[config.mk]
export PLATFORM = sky130hd
export DESIGN_NAME = seven_seg_decoder
export DESIGN_NICKNAME = d
export VERILOG_FILES = /design/src/rtl/seven_seg_decoder.sv
export SDC_FILE = /design/constraint.sdc
export NUM_CORES = 1
export LEC_CHECK = 0
export ABC_AREA = 1
export CAP_MARGIN = 20
export CORE_AREA = 5 5 42 44
export DETAILED_ROUTE_END_ITERATION = 8
export DIE_AREA = 0 0 47 49
export PLACE_DENSITY = 0.7
export SYNTH_ARGS = -nofsm -noshare
export SYNTH_HDL_FRONTEND = slang
export SYNTH_SLANG_ARGS = --single-unit
[constraint.sdc]
create_clock -name I_CLK -period 1.05 [get_ports I_CLK]
set_input_delay 0.1575 -clock I_CLK [delete_from_list [all_inputs] [get_ports I_CLK]]
set_output_delay 0.1575 -clock I_CLK [all_outputs]
set_load 0.01 [all_outputs]
[src/rtl/seven_seg_decoder.sv]
// -----------------------------------------------------------------------------
// seven_seg_decoder
//
// Registered hex-digit to 7-segment decoder for one board HEX display digit.
// A 4-bit nibble is decoded to segment drive and loaded into a single output
// register, so OUT always shows the IN/BLANK value sampled at the previous
// rising edge of I_CLK. Four instances cover a 16-bit value on HEX3..HEX0.
//
// Parameters:
//   ACTIVE_LOW  1: a lit segment is driven 0 (board HEX pins).
//               0: a lit segment is driven 1.
//
// Ports:
//   I_CLK      in   1  system clock, rising edge
//   I_RST      in   1  synchronous active-high reset; loads the blank pattern
//   IN         in   4  hex digit to display, 0x0-0xF
//   BLANK      in   1  1 turns all segments off
//   LAMP_TEST  in   1  1 lights all segments (only with SEVENSEG_LAMP_TEST_EN)
//   OUT        out  7  registered segment drive, OUT[0]=a ... OUT[6]=g
//
// Build option:
//   SEVENSEG_LAMP_TEST_EN  adds the LAMP_TEST input, which overrides BLANK
//                          and IN (reset still has the highest priority).
// -----------------------------------------------------------------------------
module seven_seg_decoder #(
    parameter bit ACTIVE_LOW = 1'b1
) (
    input  logic       I_CLK,
    input  logic       I_RST,
    input  logic [3:0] IN,
    input  logic       BLANK,
`ifdef SEVENSEG_LAMP_TEST_EN
    input  logic       LAMP_TEST,
`endif
    output logic [6:0] OUT
);

    // Pin-level patterns for "all off" and "all on" in the selected polarity.
    localparam logic [6:0] PAT_BLANK = ACTIVE_LOW ? 7'h7F : 7'h00;
    localparam logic [6:0] PAT_ALL   = ACTIVE_LOW ? 7'h00 : 7'h7F;

    logic [6:0] w_lit;    // segments to light, 1 = lit, bit order g..a
    logic [6:0] w_drive;  // w_lit converted to pin polarity
    logic [6:0] w_next;   // next value of the output register
    logic       w_lamp;
    logic [6:0] r_out;

`ifdef SEVENSEG_LAMP_TEST_EN
    assign w_lamp = LAMP_TEST;
`else
    assign w_lamp = 1'b0;
`endif

    // Glyphs use lower-case b and d so they stay distinct from 8 and 0.
    always_comb begin
        w_lit = 7'h00;
        unique case (IN)
            4'h0: w_lit = 7'h3F;
            4'h1: w_lit = 7'h06;
            4'h2: w_lit = 7'h5B;
            4'h3: w_lit = 7'h4F;
            4'h4: w_lit = 7'h66;
            4'h5: w_lit = 7'h6D;
            4'h6: w_lit = 7'h7D;
            4'h7: w_lit = 7'h07;
            4'h8: w_lit = 7'h7F;
            4'h9: w_lit = 7'h6F;
            4'hA: w_lit = 7'h77;
            4'hB: w_lit = 7'h7C;
            4'hC: w_lit = 7'h39;
            4'hD: w_lit = 7'h5E;
            4'hE: w_lit = 7'h79;
            4'hF: w_lit = 7'h71;
            default: w_lit = 7'h00;
        endcase
    end

    assign w_drive = ACTIVE_LOW ? ~w_lit : w_lit;

    // Reset is handled in the register; remaining priority is lamp, blank, decode.
    always_comb begin
        w_next = w_drive;
        if (w_lamp) begin
            w_next = PAT_ALL;
        end else if (BLANK) begin
            w_next = PAT_BLANK;
        end
    end

    always_ff @(posedge I_CLK) begin
        if (I_RST) begin
            r_out <= PAT_BLANK;
        end else begin
            r_out <= w_next;
        end
    end

    assign OUT = r_out;

endmodule

# After elaboration in Yosys (flattened, before gate mapping)
# Memories as Yosys holds them, arrays and structs flattened.
# Index checks and enable logic that the tools add are counted.
# W data, S select, Z words.
# word_totals
rom_bits	112
inputBits	7
out_inout_bits	7
wordCells	4
ff_bits	7
n_memories	1
# classes
reduce_logical	1
n_bitwise	1
# memory_table
memory	depth	word_bits	rd	rd_clocked_by_memory_dff	wr	line	rtl
(no name shown)	16	7	1	0	0	57	unique case (IN)
# op_table
operator	count
$not A7 Y7	1
$reduce_or A2 Y1	1

# Longest topological paths before layout
# An unclocked memory read counts as a cell.
# depth
depth_word	2
depth_mapped	7
mapped_depth_nobuf	7

# Worst setup path before layout
# Ideal clock, no wire load.
# synth_path
path_type	input port to flip-flop
start	input port IN[0]
end	register r_out[3] (netlist: OUT[3])
slack_ns	0.194
t_required_ns	0.919
setup_time_ns	0.131
arrival_ns	0.725
stages	7
n_path_buf	0
path_cell_list	inv_1 -> ha_1 -> inv_1 -> nand2_1 -> nand2_1 -> nand2_1 -> nand3_1
# synth_between
elab_chain_len	2
# synth_lines
element	line	rtl
start: declaration	30	input logic [3:0] IN,
$mem_v2 Z16 W7	n/a	
$not A7 Y7	78	assign w_drive = ACTIVE_LOW ? ~w_lit : w_lit;
end signal: assignment	94	r_out <= w_next;
end: declaration	46	logic [6:0] r_out;
# Every way passes these cells.
# A chain may end at the register's enable or synchronous reset.

# Worst setup path in the final report
# layout_path
start	input port IN[0]
end	register r_out[0] (netlist: OUT[0])
# Same word-level chain as after synthesis.

==> flow_summary.json <==
{
  "cts-buffers-inserted": 3,
  "whs_endpoint": "OUT[5]",
  "first_pass_iters": 4,
  "peakVddDrop_v": 0.0004622,
  "period_share_pct": 94.73,
  "antenna_cells": 0,
  "syn_inst": 60,
  "fillers": 165,
  "rows": 14,
  "rsz0062_at_grt": "no",
  "io_buffers": 13,
  "drtIter0Drc": 6,
  "largest_reg_flops": 7,
  "p_seq_share_pct": 41.8,
  "cp_max_fo": 4,
  "dp_hpwl_um": 734.1,
  "setup_viol": 0,
  "min_path_cells": 3,
  "fp.dieW_um": 47,
  "grt.total_usage_pct": 8.527,
  "ys_seq_area_share_pct": 32.37,
  "root_buffer": "clkbuf_4",
  "gr-total-overflow": 0,
  "mappedNetlistArea_um2": 432.9,
  "max_freq_ghz": 1.005,
  "power.density_nw_per_um2": 1070,
  "fin_util_pct": 45.36,
  "power.leakage_nw": 0.3124,
  "avgSynthCellArea_um2": 7.215,
  "ys_warn_count": 0,
  "startpoint_type": "primary input",
  "stdcell_area_um2": 635.6,
  "finalPower_uw": 680.4,
  "syn2layout_area_growth_pct": 46.82,
  "synth_cell_types": 11,
  "grt_max_degree": 8,
  "dieArea_um2": 2303,
  "cts.clk_slew.worst_paths_ns": 0.05,
  "max_slew_margin_pct": 81.70,
  "status": "finished, final reports clean",
  "layout-drive-gt1-share_pct": 17.28,
  "nets": 95,
  "grt_pass1_vias": 385,
  "antenna_left": 0,
  "hold_viol": 0,
  "route.detailed.drc": 0,
  "vias": 444,
  "yosys.area.top_type": "dfxtp_1",
  "gp_congestion": 0.8609,
  "critical_path_class": "in -> reg",
  "required_ns": 1.19,
  "clkPwrFrac_pct": 34.6,
  "crit_arrival_ns": 1.14,
  "viasPerCell": 4.577,
  "p_sw_share_pct": 25.87,
  "ys_top_cells_by_area": "dfxtp_1 32%, ha_1 17%, nand2_1 16%",
  "wl_per_cell_um": 9.278,
  "fin_crit_ns": 0.9947,
  "max_slew.worst_pin.slew_ns": 0.2740,
  "hp-class": "in -> reg",
  "setup_ws_ns": 0.05529,
  "grt_pass1_wl_um": 1490,
  "cts.sink_count": 7,
  "synth_top_area_share_pct": 32.37,
  "p_switching_uw": 176.0,
  "setup_tns_ns": 0,
  "min_from": "IN[2]",
  "cts_max_path_buffers": 2,
  "pwr-share-comb_pct": 23.6,
  "cts-htree-levels": 1,
  "core_area_um2": 1401,
  "crit_path_end_kind": "flop",
  "slew_viol_final": 0,
  "max_cap_viol_count": 0,
  "start_util_pct": 30.89,
  "wirelength_um": 900,
  "cts_tree": "done",
  "p_int_uw": 504.4,
  "antenna_found_initial": 0,
  "die_h_um": 49,
  "io_pins": 14,
  "dp_slack_ns": -0.4020,
  "syn_nets": 73,
  "ys_seq_elements": 7,
  "postPlaceCellArea_um2": 605.6
}
[synthesized netlist by cell type]
| master | count |
|---|---|
| o211ai_1 | 1 |
| ha_1 | 6 |
| dfxtp_1 | 7 |
| nand2_2 | 1 |
| buf_6 | 2 |
| nand3_1 | 14 |
| inv_1 | 6 |
| nand2_1 | 19 |
| nor2_1 | 2 |
| or2_1 | 1 |
| inv_2 | 1 |
[cell families after synthesis]
kind of cell	after synthesis	share of synthesized area, %
AO/OA/AOI/OAI	1	1.735
adder cells (fa/ha/maj)	6	17.34
buffers and inverters	9	11.27
flip-flops	7	32.37
AND/OR/NAND/NOR	37	37.29
[critical path: stages]
cell and delay, ns:
dlygate4sd2_1 0.26, buf_4 0.14, ha_1 0.22, or2_1 0.25, nand2_1 0.06, nand2_1 0.04
[per-stage QoR]
stage / hold WS [ns] / instances
6_report: 0.3523 / 97
5_1_grt: 0.3652 / 97
4_1_cts: 0.4224 / 97
3_5_place_dp: 0.8661 / 93
3_3_place_gp: 0.8569 / 93
2_1_floorplan: 0.3358 / 60
[final cells by class]
| class | count | area, um2 | area share, % |
|---|---|---|---|
| inverter | 7 | 26.28 | 4.134 |
| sequential | 7 | 140.1 | 22.05 |
| tap | 16 | 20.02 | 3.150 |
| clock buffer | 4 | 26.28 | 4.134 |
| multi-input combinational | 44 | 256.5 | 40.35 |
| timing repair buffer | 19 | 166.4 | 26.18 |
[repair_timing]
| item | 4_1_cts | 5_1_grt |
|---|---|---|
| hold buffers | 0 | 0 |
| setup endpoints to repair | 14 | 2 |
| gates resized for setup | 12 | 1 |
| buffers inserted | 0 | 0 |
[power by group through the flow]
stage,sequential (mW),clock (mW),combinational [mW]
2_1_floorplan,0.300,0,0.0787
3_3_place_gp,0.290,0,0.164
3_5_place_dp,0.291,0,0.168
4_1_cts,0.285,0.243,0.160
5_1_grt,0.286,0.270,0.179
6_report,0.285,0.235,0.161
[how the worst max path moves through the flow]
stage | from | to | slack [ns] | depth (start not counted)
4_1_cts | IN[2] | OUT[0] | 0.03 | 5
6_report | IN[0] | OUT[0] | 0.06 | 6
5_1_grt | IN[0] | OUT[0] | 0.02 | 6
2_1_floorplan | IN[0] | OUT[3] | 0.19 | 7
3_3_place_gp | IN[0] | OUT[3] | -0.37 | 8
3_5_place_dp | IN[0] | OUT[3] | -0.40 | 8
[routing by layer]
layer  vias up  GRT usage, %  routed length (um)
met5         -             0                   0
met4         0         5.530                   0
met3         0         1.107                  75
met2        17         13.80                 453
met1       193         9.912                 370
li1        234             -                   -
[cells in the final DEF, fill, tap and decap left out]
cell type,synthesis,layout
inv_2,1,3
o211ai_1,1,1
nand3_1,14,14
inv_1,6,4
clkdlybuf4s50_1,0,3
buf_4,0,6
ha_4,0,1
nand2_1,19,19
or2_1,1,1
nor2_1,2,2
dfxtp_1,7,7
dlygate4sd2_1,0,9
nand2_2,1,1
ha_1,6,5
dlymetal6s2s_1,0,1
clkbuf_1,0,1
clkbuf_4,0,3
No activity file was read; power rests on OpenSTA's default activity.
==> variant 1: new RTL, same flow settings <==
Set the parameter `ACTIVE_LOW` to 1'b0 (it was 1'b1).
--- a/src/rtl/seven_seg_decoder.sv
+++ b/src/rtl/seven_seg_decoder.sv
@@ -23,7 +23,7 @@
 //                          and IN (reset still has the highest priority).
 // -----------------------------------------------------------------------------
 module seven_seg_decoder #(
-    parameter bit ACTIVE_LOW = 1'b1
+    parameter bit ACTIVE_LOW = 1'b0
 ) (
     input  logic       I_CLK,
     input  logic       I_RST,
Formal check against the unedited RTL: not equivalent (a bounded check fails within 4 cycles, from zero or initial values).
==> variant 1 against the original RTL <==
Sequential share of layout area is the same. Global-route usage grew 0.28 points. Final cell count shrank 3.1%. Routed wire length shrank 3.7%. Area after synthesis shrank 4.0%. Worst hold slack gained 52 ps. Sequential cell count is the same. Power shrank 0.51%. Setup slack gained 23 ps. Utilization is the same. Cell area is the same. Synthesized cell count shrank 10%. Critical path depth shrank 5. Largest cell class unchanged.
==> variant 1: results (changes against the original RTL) <==
status=finished clean; most used flip-flop cell after synthesis=dfxtp_1; Crit Path Max Fanout=1 (-3); Synth Area in Compound Gates=11.75% (+10 points); largest net degree at the start of global routing=8 (unchanged); hold path depth=4 (+1); TritonRoute pass-1 iters=4 (unchanged); ranking of synthesized cells by area=dfxtp_1, ha_1, nand2_1; CP arrival=810 ps (-330 ps); DRT iter0 DRCs=7 (+1); commonest cells in the netlist=nand2_1, dfxtp_1, ha_1, nor2_1, inv_1; number of global-route vias before repair=382 (-0.78%); placed instance area=618.1 sq um (+2.1%); Slew @ Worst Pin=267.1 ps (-6.928 ps); register area share after synthesis=33.73% (+1.4 points); met1 GRT Util=10.57% (+0.66 points); first-pass GRT wire length=1469 um (-1.4%); critical path's slowest cell=dfxtp_1; setup TNS=0 ps (unchanged); met3 GRT Util=1.107% (unchanged); EDFF count, synth=0 (unchanged); total track usage=8.809% (+0.28 points); met2 GRT Util=12.67% (-1.1 points); adder-cell share of the synthesized area=21.08% (+3.7 points); mux cell area share after synthesis=0% (unchanged); Critical Path Max Stage Delay=290 ps (+30 ps); Yosys cell types=13 (+2); Ys Warns=0 (unchanged); IR drop worst, VDD=0.0003308 V (-28%); max FFs per register=7 (unchanged); initial antenna violation count=0 (unchanged); ys async rst share=0% (unchanged); delay-heaviest family, CP=flip-flops; IO Port Bufs=13 (unchanged); Clock Tree Buf Depth=2 (unchanged); Placer Congestion=0.7784 (-9.6%); Reg clk slew, reported paths=50 ps (about the same); TritonCTS Buffers=3 (unchanged); nets=93 (-2.1%); vias per cell=4.309 (-5.9%); # diodes=0 (unchanged); xor-xnor portion of the synthesized cell area=0% (unchanged); layout cells sized above 1=21.79% (+4.5 points); Leak=0.3394 nW (+8.6%); H-tree depth=1 (unchanged); DRT Wirelength=867 um (-3.7%); Mapped Nets=68 (-6.8%); Min-Delay Path Class=in2reg; Clk Tree Root Cell=clkbuf_4
==> variant 1: cell types whose count changed after synthesis, sizes merged <==
cell	change
a21oi	+5
buf	-2
ha	+1
inv	-1
nand2	-7
nand3	-11
nor2	+6
nor3b	+1
o211ai	-1
o21ai	+4
or2	-1
==> variant 1: per-layer routing <==
metal,part of all wire (%),wire [um]
met3,9.7,84
met4,4.8,42
met5,0,0
met2,46,397
met1,40,343
==> variant 1: cell type report <==
class | instances | area, sq um
fill | 162 | 765.7
multi-input combinational | 41 | 252.7
timing repair buffer | 20 | 173.9
sequential | 7 | 140.1
clock buffer | 4 | 26.28
inverter | 6 | 22.52
tap | 16 | 20.02
==> variant 1: what timing repair did <==
item	CTS	global route
gates resized for setup	12	1
endpoints found under the setup margin	14	5
pin swaps	0	0
setup buffers	0	0
endpoints found under the hold margin	0	0
==> variant 1: logic make-up after synthesis <==
family / after synthesis
AND/OR/NAND/NOR: 25
AO/OA/AOI/OAI: 9
adder cells (fa/ha/maj): 7
flip-flops: 7
buffers and inverters: 6
==> variant 1: power by group <==
part	leakage [nW]	internal (mW)	switching, mW
Combinational	0.267	0.0747	0.0786
Sequential	0.0578	0.281	0.00261
Clock	0.0150	0.145	0.0949
==> variant 1: worst paths after layout <==
kind                     startpoint                end  slack, ps
setup / recovery  OUT[5]$_SDFF_PP0_             OUT[5]         80
hold / removal                IN[2]  OUT[3]$_SDFF_PP0_        400
==> variant 1: per-stage QoR <==
stage	util (%)	hold WS (ps)	setup WS, ps	instances	power, mW
after floorplan	-	302.5	164.0	54	0.3631
after global placement	44.11	838.9	-374.7	90	0.4529
after detailed placement	44.11	853.3	-390.6	90	0.4548
after CTS	45.18	467.0	20.52	94	0.6848
after global routing	45.36	452.9	21.67	94	0.7330
final	45.36	404.2	78.59	94	0.6769
==> variant 2: new RTL, same flow settings <==
Without the edit above. Register the inputs `IN` and `BLANK` before use. The logic sees them one clock later.
--- a/src/rtl/seven_seg_decoder.sv
+++ b/src/rtl/seven_seg_decoder.sv
@@ -39,6 +39,14 @@
     localparam logic [6:0] PAT_BLANK = ACTIVE_LOW ? 7'h7F : 7'h00;
     localparam logic [6:0] PAT_ALL   = ACTIVE_LOW ? 7'h00 : 7'h7F;
 
+    logic [3:0] IN_q;
+    logic BLANK_q;
+
+    always_ff @(posedge I_CLK) begin
+        IN_q    <= IN;
+        BLANK_q <= BLANK;
+    end
+
     logic [6:0] w_lit;    // segments to light, 1 = lit, bit order g..a
     logic [6:0] w_drive;  // w_lit converted to pin polarity
     logic [6:0] w_next;   // next value of the output register
@@ -54,7 +62,7 @@
     // Glyphs use lower-case b and d so they stay distinct from 8 and 0.
     always_comb begin
         w_lit = 7'h00;
-        unique case (IN)
+        unique case (IN_q)
             4'h0: w_lit = 7'h3F;
             4'h1: w_lit = 7'h06;
             4'h2: w_lit = 7'h5B;
@@ -82,7 +90,7 @@
         w_next = w_drive;
         if (w_lamp) begin
             w_next = PAT_ALL;
-        end else if (BLANK) begin
+        end else if (BLANK_q) begin
             w_next = PAT_BLANK;
         end
     end
Function: changed (Yosys sat finds a counterexample within 4 cycles, from zero or initial values).
==> variant 2 against the original RTL <==
Sequential cell count up 8. Routed wire length up 2.6%. Power up 57%. Clock power up 26%. Critical path depth down 5. Setup slack better by 3.9 ps. Cell area up 26%. Area after synthesis up 39%. Via count up 9.5%. Critical path type is now reg2out. Largest cell class is now sequential cells. Largest power group unchanged.
==> variant 2: results (changes against the original RTL) <==
status=finished clean; # diodes=0 (unchanged); critical path's slowest cell=dfxtp_1; clk_skew=0.6257 ps; Clk Tree Root Cell=clkbuf_4; Rel. slew slack=82.64% (+0.93 points); first-pass GRT wire length=1552 um (+4.2%); DR vias=486 (+9.5%); TritonCTS Buffers=3 (unchanged); Crit Path Max Fanout=1 (-3); wire length per cell=8.241 um (-11%); register area share after synthesis=50.00% (+18 points); Worst-Skew Late Latency=260 ps; Critical Path Max Stage Delay=300 ps (+40 ps); nets=111 (+17%); TritonRoute pass-1 iters=3 (-1); Leak=0.4046 nW (+29%); ranking of synthesized cells by area=dfxtp_1, nand2_1, ha_1; Ys Warns=0 (unchanged); IR drop worst, VDD=0.0004765 V (+3.1%); Min-Delay Path Class=in2reg; Reg clk slew, reported paths=70 ps (+20 ps); total track usage=9.470% (+0.94 points); Placer Congestion=0.8127 (-5.6%); number of global-route vias before repair=418 (+8.6%); ys async rst share=0% (unchanged); DP HPWL=755.3 um (+2.9%); IO Port Bufs=13 (unchanged); largest net degree at the start of global routing=9 (+1); layout cells sized above 1=12.50% (-4.8 points); CP arrival=830 ps (-310 ps); DRT iter0 DRCs=6 (unchanged); commonest cells in the netlist=nand2_1, dfxtp_1, ha_1, inv_1, nand3_1; delay-heaviest family, CP=flip-flops; H-tree depth=1 (unchanged); Fill cells=160 (-3.0%); Yosys cell types=10 (-1); Mapped Nets=89 (+22%); setup bufs post-CTS=0 (unchanged)
-- variant 2: cell count changes after synthesis, sizes merged, moves of 2 or more --
| cell | before | now |
|---|---|---|
| nand2 | 20 | 36 |
| nand3 | 14 | 4 |
| dfxtp | 7 | 15 |
| o21ai | 0 | 2 |
-- variant 2: worst paths after layout --
| check | startpoint | cells past startpoint | slack (ps) | endpoint |
|---|---|---|---|---|
| min | BLANK | 1 | 330 | BLANK_q$_DFF_P_ |
| max reg2reg | BLANK_q$_DFF_P_ | 3 | 360 | OUT[5]$_SDFF_PP1_ |
| max | OUT[5]$_SDFF_PP1_ | 1 | 60 | OUT[5] |
| min reg2reg | w_lit[3]$_DFF_P_ | 1 | 370 | OUT[3]$_SDFF_PP1_ |
-- variant 2: per-layer routing --
| metal | vias to the layer above | global-route usage [%] | share of wire, % |
|---|---|---|---|
| met1 | 204 | 8.222 | 36 |
| li1 | 267 | - | - |
| met2 | 15 | 16.52 | 53 |
| met5 | - | 0 | 0 |
| met4 | 0 | 6.912 | 0 |
| met3 | 0 | 3.321 | 10 |
-- variant 2: kinds of logic after synthesis --
group                    Yosys count  share of synthesized area (%)
AND/OR/NAND/NOR                   42                          27.50
adder cells (fa/ha/maj)            7                          14.58
AO/OA/AOI/OAI                      2                          1.667
flip-flops                        15                          50.00
buffers and inverters              9                          6.251
-- variant 2: timing repair --
item                                   4_1_cts  5_1_grt
setup endpoints to repair                   11        1
endpoints found under the hold margin        0        0
gates resized for setup                     11        1
-- variant 2: where the power goes --
group | total [mW] | leakage [nW] | internal [mW] | switching (mW)
registers | 0.618 | 0.125 | 0.610 | 0.00865
clock network | 0.295 | 0.0150 | 0.147 | 0.148
logic | 0.154 | 0.264 | 0.0737 | 0.0806
total | 1.07 | 0.405 | 0.830 | 0.237
-- variant 2: per-stage QoR --
stage / instances / util, % / total power [mW] / setup WS [ps] / cell area, sq um
floorplan: 75 / - / 0.7156 / 218.7 / 600.6
global placement: 108 / 55.71 / 0.7965 / -309.7 / 780.7
detailed placement: 108 / 55.71 / 0.7998 / -319.5 / 780.7
CTS: 112 / 56.96 / 1.086 / 43.11 / 798.3
global route: 112 / 57.05 / 1.142 / 7.128 / 799.5
finish: 112 / 57.05 / 1.068 / 59.16 / 799.5
-- variant 2: cell type report --
type | count | share of cell area [%]
flip-flops and latches | 15 | 37.56
multi-input cells | 51 | 33.18
repair buffers | 18 | 19.72
inverters | 8 | 3.756
clock buffers | 4 | 3.286
well taps | 16 | 2.504
